==> config.mk <==
export PLATFORM = sky130hd
export DESIGN_NAME = m_ldst_unit
export DESIGN_NICKNAME = d
export VERILOG_FILES = /design/src/rtl/m_ldst_unit.sv
export SDC_FILE = /design/constraint.sdc
export NUM_CORES = 1
export LEC_CHECK = 0
export ABC_CLOCK_PERIOD_IN_PS = 8900
export CAP_MARGIN = 25
export CORE_MARGIN = 4
export CORE_UTILIZATION = 30
export DETAILED_ROUTE_END_ITERATION = 16
export SYNTH_ARGS = -nofsm -noshare
export SYNTH_HDL_FRONTEND = slang
export SYNTH_SLANG_ARGS = --single-unit
==> constraint.sdc <==
create_clock -name clk -period 8.9 [get_ports clk]
set_clock_uncertainty 0.2 [all_clocks]
set_input_delay 2.225 -clock clk [delete_from_list [all_inputs] [get_ports clk]]
set_output_delay 2.225 -clock clk [all_outputs]
set_load 0.005 [all_outputs]
==> src/rtl/m_ldst_unit.sv <==
// ---------------------------------------------------------------------------
// m_ldst_unit
// Load/store unit: turns one byte/half/word/dword request into one or two
// NB-aligned bus beats, assembles and extends load data, and returns a
// single-cycle response. Misaligned or illegal-size requests fault without
// touching the bus.
//
// Parameters
//   DATA_W          bus/data width, 32 or 64 (NB = DATA_W/8 byte lanes)
//   ALLOW_UNALIGNED 1: split line-crossing accesses into two beats
//                   0: any access not aligned to its size faults
// Ports
//   clk, reset      clock, synchronous active-high reset
//   req_*           request handshake (valid/ready) and request fields
//   bus_*           memory bus (valid/ready), NB-aligned address, lane enables
//   rsp_*           one-cycle response: load data and fault flag
// ---------------------------------------------------------------------------
module m_ldst_unit #(
   parameter int unsigned DATA_W          = 32,
   parameter int unsigned ALLOW_UNALIGNED = 0
) (
   input  logic                clk,
   input  logic                reset,
   // Request
   input  logic                req_valid,
   output logic                req_ready,
   input  logic                req_we,
   input  logic [31:0]         req_addr,
   input  logic [1:0]          req_size,
   input  logic                req_signed,
   input  logic [DATA_W-1:0]   req_wdata,
   // Bus
   output logic                bus_valid,
   input  logic                bus_ready,
   output logic                bus_we,
   output logic [31:0]         bus_addr,
   output logic [DATA_W/8-1:0] bus_be,
   output logic [DATA_W-1:0]   bus_wdata,
   input  logic [DATA_W-1:0]   bus_rdata,
   // Response
   output logic                rsp_valid,
   output logic [DATA_W-1:0]   rsp_rdata,
   output logic                rsp_exc
);

   localparam int unsigned NB   = DATA_W / 8;
   localparam int unsigned OFFW = $clog2(NB);

   typedef enum logic [1:0] {StIdle, StBeat0, StBeat1, StResp} state_e;

   state_e              r_state, w_state_next;
   logic [31:0]         r_addr;
   logic [1:0]          r_size;
   logic                r_signed;
   logic                r_we;
   logic                r_fault;
   logic [DATA_W-1:0]   r_wdata;
   logic [DATA_W-1:0]   r_raw;   // load bytes gathered so far, right-justified

   logic                w_accept;
   logic                w_req_misalign;
   logic                w_req_fault;
   logic [OFFW-1:0]     w_off;
   logic [NB-1:0]       w_nmask;
   logic [2*NB-1:0]     w_be_full;
   logic [2*DATA_W-1:0] w_wd_full;
   logic                w_split;
   logic [31:0]         w_base;
   logic [OFFW+3:0]     w_hi_sh;
   int unsigned         w_nbits;
   int unsigned         w_ext_sh;
   logic [DATA_W-1:0]   w_tmp;
   logic signed [DATA_W-1:0] w_tmp_s;
   logic [DATA_W-1:0]   w_ext;

   assign w_accept = req_valid && (r_state == StIdle);

   // Alignment of the incoming request relative to its own size.
   always_comb begin
      w_req_misalign = 1'b0;
      unique case (req_size)
         2'd0: w_req_misalign = 1'b0;
         2'd1: w_req_misalign = req_addr[0];
         2'd2: w_req_misalign = |req_addr[1:0];
         2'd3: w_req_misalign = |req_addr[2:0];
         default: w_req_misalign = 1'b0;
      endcase
   end

   assign w_req_fault = ((req_size == 2'd3) && (DATA_W == 32)) ||
                        ((ALLOW_UNALIGNED == 0) && w_req_misalign);

   // Lane layout of the latched access across two consecutive bus words:
   // low half of each *_full vector is BEAT0, high half is BEAT1.
   assign w_off = r_addr[OFFW-1:0];

   always_comb begin
      w_nmask = '0;
      for (int unsigned i = 0; i < NB; i++) begin
         w_nmask[i] = (i < (32'd1 << r_size));
      end
   end

   assign w_be_full = {{NB{1'b0}}, w_nmask} << w_off;
   assign w_wd_full = {{DATA_W{1'b0}}, r_wdata} << {w_off, 3'b000};
   assign w_split   = |w_be_full[2*NB-1:NB];
   assign w_base    = {r_addr[31:OFFW], {OFFW{1'b0}}};
   // BEAT1 lanes land above the NB-off bytes already gathered in BEAT0.
   assign w_hi_sh   = (OFFW+4)'(NB * 8) - {1'b0, w_off, 3'b000};

   // Zero/sign extension of the gathered n*8-bit value.
   always_comb begin
      w_nbits  = 32'd8 << r_size;
      w_ext_sh = (w_nbits >= DATA_W) ? 32'd0 : (DATA_W - w_nbits);
      w_tmp    = r_raw << w_ext_sh;
      w_tmp_s  = w_tmp;
      if (r_signed) begin
         w_ext = w_tmp_s >>> w_ext_sh;
      end else begin
         w_ext = w_tmp >> w_ext_sh;
      end
   end

   // Next-state and outputs.
   always_comb begin
      w_state_next = r_state;
      req_ready    = 1'b0;
      bus_valid    = 1'b0;
      bus_we       = 1'b0;
      bus_addr     = '0;
      bus_be       = '0;
      bus_wdata    = '0;
      rsp_valid    = 1'b0;
      rsp_rdata    = '0;
      rsp_exc      = 1'b0;
      unique case (r_state)
         StIdle: begin
            req_ready = 1'b1;
            if (req_valid) begin
               w_state_next = w_req_fault ? StResp : StBeat0;
            end
         end
         StBeat0: begin
            bus_valid = 1'b1;
            bus_we    = r_we;
            bus_addr  = w_base;
            bus_be    = w_be_full[NB-1:0];
            bus_wdata = w_wd_full[DATA_W-1:0];
            if (bus_ready) begin
               w_state_next = w_split ? StBeat1 : StResp;
            end
         end
         StBeat1: begin
            bus_valid = 1'b1;
            bus_we    = r_we;
            bus_addr  = w_base + 32'(NB);
            bus_be    = w_be_full[2*NB-1:NB];
            bus_wdata = w_wd_full[2*DATA_W-1:DATA_W];
            if (bus_ready) begin
               w_state_next = StResp;
            end
         end
         StResp: begin
            rsp_valid    = 1'b1;
            rsp_exc      = r_fault;
            rsp_rdata    = (r_we || r_fault) ? '0 : w_ext;
            w_state_next = StIdle;
         end
         default: w_state_next = StIdle;
      endcase
   end

   always_ff @(posedge clk) begin
      if (reset) begin
         r_state  <= StIdle;
         r_addr   <= '0;
         r_size   <= '0;
         r_signed <= 1'b0;
         r_we     <= 1'b0;
         r_fault  <= 1'b0;
         r_wdata  <= '0;
         r_raw    <= '0;
      end else begin
         r_state <= w_state_next;
         if (w_accept) begin
            r_addr   <= req_addr;
            r_size   <= req_size;
            r_signed <= req_signed;
            r_we     <= req_we;
            r_fault  <= w_req_fault;
            r_wdata  <= req_wdata;
            r_raw    <= '0;
         end else if ((r_state == StBeat0) && bus_ready) begin
            r_raw <= bus_rdata >> {w_off, 3'b000};
         end else if ((r_state == StBeat1) && bus_ready) begin
            r_raw <= r_raw | (bus_rdata << w_hi_sh);
         end
      end
   end

endmodule

# Word level (Yosys, flattened, before mapping)
# Cells that the tools add are included.
# W data, S select, Z words.
[totals]
register_bits = 103
input_bits = 104
word_cells = 70
[classes]
addsub = 3
order_cmp = 5
n_eq_ne = 9
shifts = 9
muxes = 21
bitwise = 1
reduce_logical = 14
[ops]
columns = ["operator", "count"]
rows = [
  ["$mux W32", 6],
  ["$pmux W32 S2", 2],
  ["$lt A1 B32 Y1 const A", 2],
  ["$lt A2 B32 Y1 const A", 2],
  ["$shl A32 B5 Y64", 1],
  ["$add A32 B3 Y32 const B", 1],
  ["$ge A32 B6 Y1 const B", 1],
  ["$or A32 B32 Y32", 1],
  ["$shl A1 B2 Y32 const A", 1],
  ["$shl A32 B32 Y32", 1],
  ["$shl A32 B6 Y32", 1],
  ["$shl A4 B2 Y32 const A", 1],
  ["$shr A32 B32 Y32", 1],
  ["$shr A32 B5 Y32", 1],
  ["$sshr A32 B32 Y32", 1],
  ["$sub A6 B32 Y32 const A", 1],
  ["$eq A2 B2 Y1 const B", 4],
  ["$mux W2", 4],
  ["$pmux W2 S4", 1],
  ["$pmux W4 S2", 1],
  ["$shl A4 B2 Y8", 1],
  ["$mux W1", 6],
  ["$ne A2 B2 Y1 const B", 3],
  ["$reduce_or A2 Y1", 3],
  ["10 further kinds", 15],
]

# Longest topological paths before layout
# Gate-level depths: netlist (run 1).
[depth]
depth_word = 8
ltp_mapped = 10
mapped_depth_nobuf = 8

# Least setup slack after synthesis (run 1)
# OpenSTA, ideal clock, no wires.
[synth_path]
path_type = "reg-to-output"
from = "reg r_size[0]"
to = "out rsp_rdata[30]"
arrival_ns = 2.075
setup_slack_ns = 4.400
path_stages_with_launch = 10
n_path_buf = 3
path_cell_list = "dfxtp_1 or2_2 buf_2 ha_1 nand2b_1 clkbuf_1 clkbuf_1 a22oi_1 o21ai_0 and2_1"
[synth_between]
elab_chain_len = 8
elab_cells_between_ends = 10
classes_between = "add/sub: 1; order compare: 1; shift: 4; mux: 4"
[synth_lines]
columns = ["item", "line", "source"]
rows = [
  ["start, declared", "53", "logic [1:0] r_size;"],
  ["start signal, assigned", "187", "r_size <= req_size;"],
  ["$shl A4 B2 Y32 (*)", "113", "w_nbits = 32'd8 << r_size;"],
  ["$sub A6 B32 Y32 / $ge A32 B6 Y1 (equally long branches)", "114", "w_ext_sh = (w_nbits >= DATA_W) ? 32'd0 : (DATA_W - w_nbits);"],
  ["$mux W32 (*)", "114", ""],
  ["$shl A32 B32 Y32", "115", "w_tmp = r_raw << w_ext_sh;"],
  ["$shr A32 B32 Y32 / $sshr A32 B32 Y32 (equally long branches)", "120, 118", ""],
  ["$mux W32 (*)", "117", "if (r_signed) begin"],
  ["$mux W32 (*)", "166", "rsp_rdata = (r_we || r_fault) ? '0 : w_ext;"],
  ["$mux W32 (*)", "136", "unique case (r_state)"],
  ["end, declared", "42", "output logic [DATA_W-1:0] rsp_rdata,"],
]
# Every way passes the cells marked *; elsewhere a longest branch is shown, timed or not.

# Final worst setup path (run 1)
[layout_path]
from = "reg r_state[0]"
to = "out bus_addr[29]"
[layout_between]
elab_chain_len = 2
elab_cells_between_ends = 3
classes_between = "eq/ne: 2; mux: 1"
[layout_lines]
columns = ["item", "line", "source"]
rows = [
  ["start, declared", "51", "state_e r_state, w_state_next;"],
  ["start signal, assigned", "175", "r_state <= StIdle;"],
  ["start signal, assigned", "184", "r_state <= w_state_next;"],
  ["$eq A2 B2 Y1 / $eq A2 B1 Y1 (equally long branches)", "136", ""],
  ["$pmux W32 S2 (*)", "136", ""],
  ["end, declared", "36", "output logic [31:0] bus_addr,"],
]
# Marks and branches as above.

==> results.yml, run 1 <==
status:
  status: "finished, final reports clean"
yosys:
  seq_area_frac_synth_pct: 27.8
  postSynth.asyncResetShare_pct: 0
  netlist_top_cells_area: "dfxtp_1 (28%), nand2_1 (13%), a21oi_1 (9.3%), mux2i_1 (8.7%), o21ai_0 (4.3%)"
  ys_types: 63
  syn_inst: 1074
  synth_common_cells: "nand2_1 (253), a21oi_1 (138), dfxtp_1 (103), clkbuf_1 (64), mux2i_1 (64)"
  avgSynthCellArea_um2: 6.90
  synth.cell_area_mm2: 0.00741
  synth_edf_count: 0
  synth_ff_type: "dfxtp_1"
  ys_seq_elements: 103
  synth_most_common_cell: "nand2_1"
  synth_top_area_share_pct: 27.8
  yosys_warnings: 0
  synth_top_cell_by_area: "dfxtp_1"
pwr:
  irDropWorstVdd_uv: 124
  power_density_mw_per_mm2: 200
  switchingPower_mw: 0.895
  leakagePower_nw: 3.35
  power_mw: 1.98
  p_int_mw: 1.09
  power_frac_comb_pct: 45.7
  swShare_pct: 45.2
  pwr-share-clk_pct: 21.1
  seq_power_share_pct: 33.2
floorplanning:
  fp.dieH_um: 165
  start_util_pct: 30.5
  die_w_um: 165
  coreArea_mm2: 0.0243
  io_pins: 209
  die_area_mm2: 0.0273
  core.rowCount: 57
worst_setup_path:
  cp-startpoint: "r_state[0]$_SDFFE_PP0P_"
  cp_slowest_cell: "nand2_1"
  required_ns: 6.48
  crit_type: "flip-flop to output port"
  crit_fanout: 32
  crit_chain: "inv_1, ha_1, nand2_1, or3_1, or4_1, nand3_1, clkdlybuf4s50_1"
  cp.arrival_ns: 3.56
  crit_path_end_kind: "output port"
  cp-start-kind: "flip-flop"
  ff2ff_path_depth: 8
  rr_startpoint: "r_addr[1]$_SDFFE_PP0P_"
  cpPeakStageDelay_ns: 0.67
run:
  drv_cap: 0
cts:
  cts_buffer_depth: 2
  clk_pin_slew_worst_paths_ns: 0.08
  cts_tree: "yes"
  cts.repair.resized: 0
  cts_root_buffer: "clkbuf_16"
  htreeDepth: 3
  insertion_delay_ns: 0.35
  ctsHoldBuffers: 0
  cts_setup_buffers: 0
  cts-buffers-inserted: 9
  clkSinkCount: 103
layout:
  nNetsFinal: 1327
  drive_gt1_share_pct: 3.94
  syn_to_final_growth_pct: 34.0
  fin_util_pct: 40.8
  fin_cells: 1545
route:
  routed_via_density: 5.43
  wire_per_inst_um: 19.1
  vias: 8384
  wirelength_mm: 29.6
  drt_iter0_drc: 789
  drtAntennaViolNets: 0
  first_pass_iters: 5
  drc_errors: 0
place:
  dp_cells: 1525
  gp_congestion: 0.907
  io_buffer_count: 206
  hpwl_mm: 21.0
sta:
  min_period_ns: 5.99
  finalSetupTns_ns: 0
  grt_setup_unrepaired: "false"
  finalSetupViolations: 0
  max_freq_ghz: 0.167
  slew_violations: 0
  tightest_slew_ns: 1.04
  hold_viol_final: 0
  fin_crit_sh_pct: 67.3
  slew_headroom_pct: 30.5
global_route:
  grt_pass1_vias: 7831
  antenna_found_initial: 2
  grt_start_max_net_pins: 77
  grt_overflow: 0
  grt_pass1_wl_mm: 44.6
  grtUsageTotal_pct: 20.8
worst_hold_path:
  hp-class: "flip-flop to flip-flop"
  min-delay-start: "r_raw[31]$_SDFFE_PP0P_"
  min_delay_path_depth: 1
[logic make-up after synthesis]
| logic type | synth area share, % |
|---|---|
| AND/OR/NAND/NOR | 27.1 |
| AO/OA/AOI/OAI | 26.7 |
| buffers and inverters | 6.40 |
| flip-flops | 27.8 |
| multiplexers | 9.71 |
| adder cells (fa/ha/maj) | 1.52 |
| XOR/XNOR | 0.591 |
| other | 0.0506 |
[per-stage QoR]
stage,cell area (µm²),worst slack (ns),hold WS [ns]
after floorplan,7410,4.40,0.235
after global placement,9560,3.38,0.275
after detailed placement,9590,3.30,0.275
after CTS,9890,2.91,0.290
after global routing,9930,2.66,0.315
final,9930,2.91,0.291
[power groups by stage]
stage,combinational (mW),clock [mW],sequential (mW)
finish,0.905,0.419,0.658
CTS,0.894,0.431,0.655
global placement,0.876,0,0.663
global route,1.00,0.446,0.669
floorplan,0.617,0,0.609
detailed placement,0.891,0,0.665
[layer usage]
layer | vias to the layer above | global-route usage, % | wire length (µm)
met3 | 47 | 4.32 | 2170
met5 | - | 0 | 0
li1 | 4080 | - | -
met1 | 3880 | 28.4 | 13300
met4 | 0 | 6.84 | 911
met2 | 377 | 32.9 | 13100
[area by class of cell]
type,count,area (µm²)
fillers,2559,14400
multi-input cells,858,4880
repair buffers,219,2180
flip-flops and latches,103,2070
well taps,324,405
clock buffers,11,253
inverters,23,86.3
clock inverters,5,48.8
diodes,2,5.00
[path summary, 6_finish.rpt]
kind	end	slack (ns)
worst max register to register	r_raw[6]$_SDFFE_PP0P_	5.32
worst min register to register	r_raw[31]$_SDFFE_PP0P_	0.29
worst max-delay path	bus_addr[29]	2.91
worst min-delay path	r_raw[31]$_SDFFE_PP0P_	0.29
[cells in the final DEF (no fill, tap or decap), drive strengths merged, types with 9 or more instances in the layout]
cell           instances
a211oi                12
a21oi                138
a22oi                 17
a31oi                 11
and2                  20
and3                  24
buf                   14
clkbuf                11
clkdlybuf4s50        205
dfxtp                103
ha                     9
inv                   23
mux2i                 64
nand2                254
nand3                 15
nor2                  52
nor3                  36
nor4                  11
o211ai                12
o21a                  11
o21ai                 64
o22a                   9
o22ai                 12
[critical path: cells and delay by family (launching register included)]
kind | cells | cell delay (ns)
and+or+nand+nor | 4 | 1.74
adders and majority gates | 1 | 0.46
buffers and inverters | 2 | 0.60
DFF | 1 | 0.41
[flip-flops by register name, indices dropped and copies added, names as in the netlist]
| register | flops |
|---|---|
| r_addr | 32 |
| r_raw | 32 |
| r_wdata | 32 |
| r_size | 2 |
| r_state | 2 |
| r_fault | 1 |
| r_signed | 1 |
| r_we | 1 |
Power figures use the tool's default switching activity.
==> inputs of run 2 (changes only) <==
--- a/config.mk
+++ b/config.mk
@@ -5,7 +5,7 @@
 export SDC_FILE = /design/constraint.sdc
 export NUM_CORES = 1
 export LEC_CHECK = 0
-export ABC_CLOCK_PERIOD_IN_PS = 8900
+export ABC_CLOCK_PERIOD_IN_PS = 5580
 export CAP_MARGIN = 25
 export CORE_MARGIN = 4
 export CORE_UTILIZATION = 30
==> constraint.sdc (replaced) <==
create_clock -name clk -period 5.58 [get_ports clk]
set_clock_uncertainty 0.2 [all_clocks]
set_input_delay 1.395 -clock clk [delete_from_list [all_inputs] [get_ports clk]]
set_output_delay 1.395 -clock clk [all_outputs]
set_load 0.005 [all_outputs]
==> run 2 against run 1 <==
Against the previous run:
- global-route usage is 0.25 points lower
- highest routed layer is now met5
- worst setup slack worse by 2.1 ns
- clock power is 56% higher
- utilization hardly changed
- clock-buffer cell count stayed put
- largest power group unchanged
==> results.yml, run 2 (same netlist as run 1, synthesis figures left out) <==
cts:
  cts_setup_buffers: 0
  clkSinkCount: 103
  insertion_delay_ns: 0.36
  cts_root_buffer: "clkbuf_16"
  cts.repair.resized: 0
  clk_pin_slew_worst_paths_ns: 0.08
  cts_buffer_depth: 2
  cts-buffers-inserted: 9
  cts_tree: "yes"
  ctsHoldBuffers: 0
  htreeDepth: 3
sta:
  max_freq_ghz: 0.208
  slew_headroom_pct: 37.0
  fin_crit_sh_pct: 86.1
  min_period_ns: 4.80
  hold_viol_final: 0
  grt_setup_unrepaired: "false"
  tightest_slew_ns: 0.938
  finalSetupTns_ns: 0
  slew_violations: 0
  finalSetupViolations: 0
layout:
  nNetsFinal: 1333
  final_cell_mix: "nand2_1 (252), clkdlybuf4s50_1 (205), a21oi_1 (138), dfxtp_1 (101), mux2i_1 (64)"
  drive_gt1_share_pct: 4.24
  syn_to_final_growth_pct: 34.2
  nFillCells: 2526
  fin_util_pct: 40.9
  top_regs: "r_addr: 32 flops, r_raw: 32 flops, r_wdata: 32 flops"
  mostFrequentLayoutCell: "nand2_1"
pwr:
  irDropWorstVdd_uv: 210
  power_mw: 3.14
  leakagePower_nw: 3.36
  power_density_mw_per_mm2: 316
floorplanning:
  fp.dieH_um: 165
  coreArea_mm2: 0.0243
  die_w_um: 165
  io_pins: 209
  start_util_pct: 30.5
  core.rowCount: 57
  die_area_mm2: 0.0273
worst_setup_path:
  cp_slowest_cell: "nor2_1"
  cp.arrival_ns: 3.21
  crit_path_end_kind: "output port"
  cpPeakStageDelay_ns: 0.52
  crit_type: "flip-flop to output port"
  crit_chain: "or2_2, ha_1, nand2b_1, buf_4, a21oi_1, nor2_1, o21a_1, clkdlybuf4s50_1"
  cp-start-kind: "flip-flop"
  required_ns: 3.98
  crit_fanout: 17
route:
  first_pass_iters: 6
  vias: 8348
  drc_errors: 0
  drt_iter0_drc: 691
  wire_per_inst_um: 18.7
  routed_via_density: 5.38
  wirelength_mm: 29.0
  drtAntennaViolNets: 0
place:
  hpwl_mm: 21.2
  gp_congestion: 0.889
  io_buffer_count: 206
global_route:
  grt_pass1_vias: 7745
  grtUsageTotal_pct: 20.6
  grt_overflow: 0
  grt_pass1_wl_mm: 44.0
  antenna_found_initial: 2
  grt_start_max_net_pins: 73
run:
  drv_cap: 0
worst_hold_path:
  hp-class: "flip-flop to flip-flop"
status:
  status: "finished, final reports clean"
==> run 2: cell count changes in the layout (fill, tap and decap cells not counted), sizes merged <==
cell,previous run,this run
clkinv,5,3
inv,23,25
buf,14,20
==> run 2: power by group <==
group / switching (mW) / leakage (nW) / internal, mW
logic: 0.899 / 2.38 / 0.538
registers: 0.185 / 0.842 / 0.863
clock network: 0.326 / 0.143 / 0.325
total: 1.41 / 3.36 / 1.73
==> run 2: final timing paths <==
kind,end,cells after the start,slack [ns],startpoint
setup reg to reg,r_raw[5]$_SDFFE_PP0P_,9,2.02,r_addr[0]$_SDFFE_PP0P_
setup / recovery,rsp_rdata[23],8,0.78,r_size[1]$_SDFFE_PP0P_
hold / removal,r_raw[31]$_SDFFE_PP0P_,1,0.27,r_raw[31]$_SDFFE_PP0P_
hold reg to reg,r_raw[31]$_SDFFE_PP0P_,1,0.27,r_raw[31]$_SDFFE_PP0P_
==> run 2: worst max-delay path: cells and delay by family (launching register included) <==
| family | cells | cell delay, ns |
|---|---|---|
| adders and majority gates | 1 | 0.37 |
| and+or+nand+nor | 3 | 0.99 |
| DFF | 1 | 0.44 |
| AOI/OAI and AO/OA | 2 | 0.33 |
| buffers and inverters | 2 | 0.72 |
==> run 2: through the flow <==
step / setup WS (ns) / area, µm² / cells / hold slack [ns]
final: 0.776 / 9940 / 1551 / 0.267
after global routing: 0.535 / 9930 / 1550 / 0.290
after CTS: 0.729 / 9920 / 1548 / 0.270
after detailed placement: 1.14 / 9630 / 1532 / 0.253
after global placement: 1.19 / 9630 / 1532 / 0.257
after floorplan: 1.91 / 7410 / 1075 / 0.235
==> run 2: area by class of cell <==
class	instances	area, µm²	share of cell area [%]
multi-input combinational	858	4880	49.1
timing repair buffer	225	2210	22.2
sequential	103	2070	20.8
tap	324	405	4.08
clock buffer	11	243	2.44
inverter	23	86.3	0.869
clock inverter	5	46.3	0.466
antenna	2	5.00	0.0504
==> run 2: metal layers <==
| metal | track usage [%] | part of all wire, % | vias to the layer above |
|---|---|---|---|
| li1 | - | - | 4099 |
| met5 | 0 | 0.028 | - |
| met4 | 6.73 | 2.8 | 2 |
| met1 | 27.9 | 45 | 3863 |
| met3 | 4.19 | 7.2 | 40 |
| met2 | 32.8 | 45 | 344 |
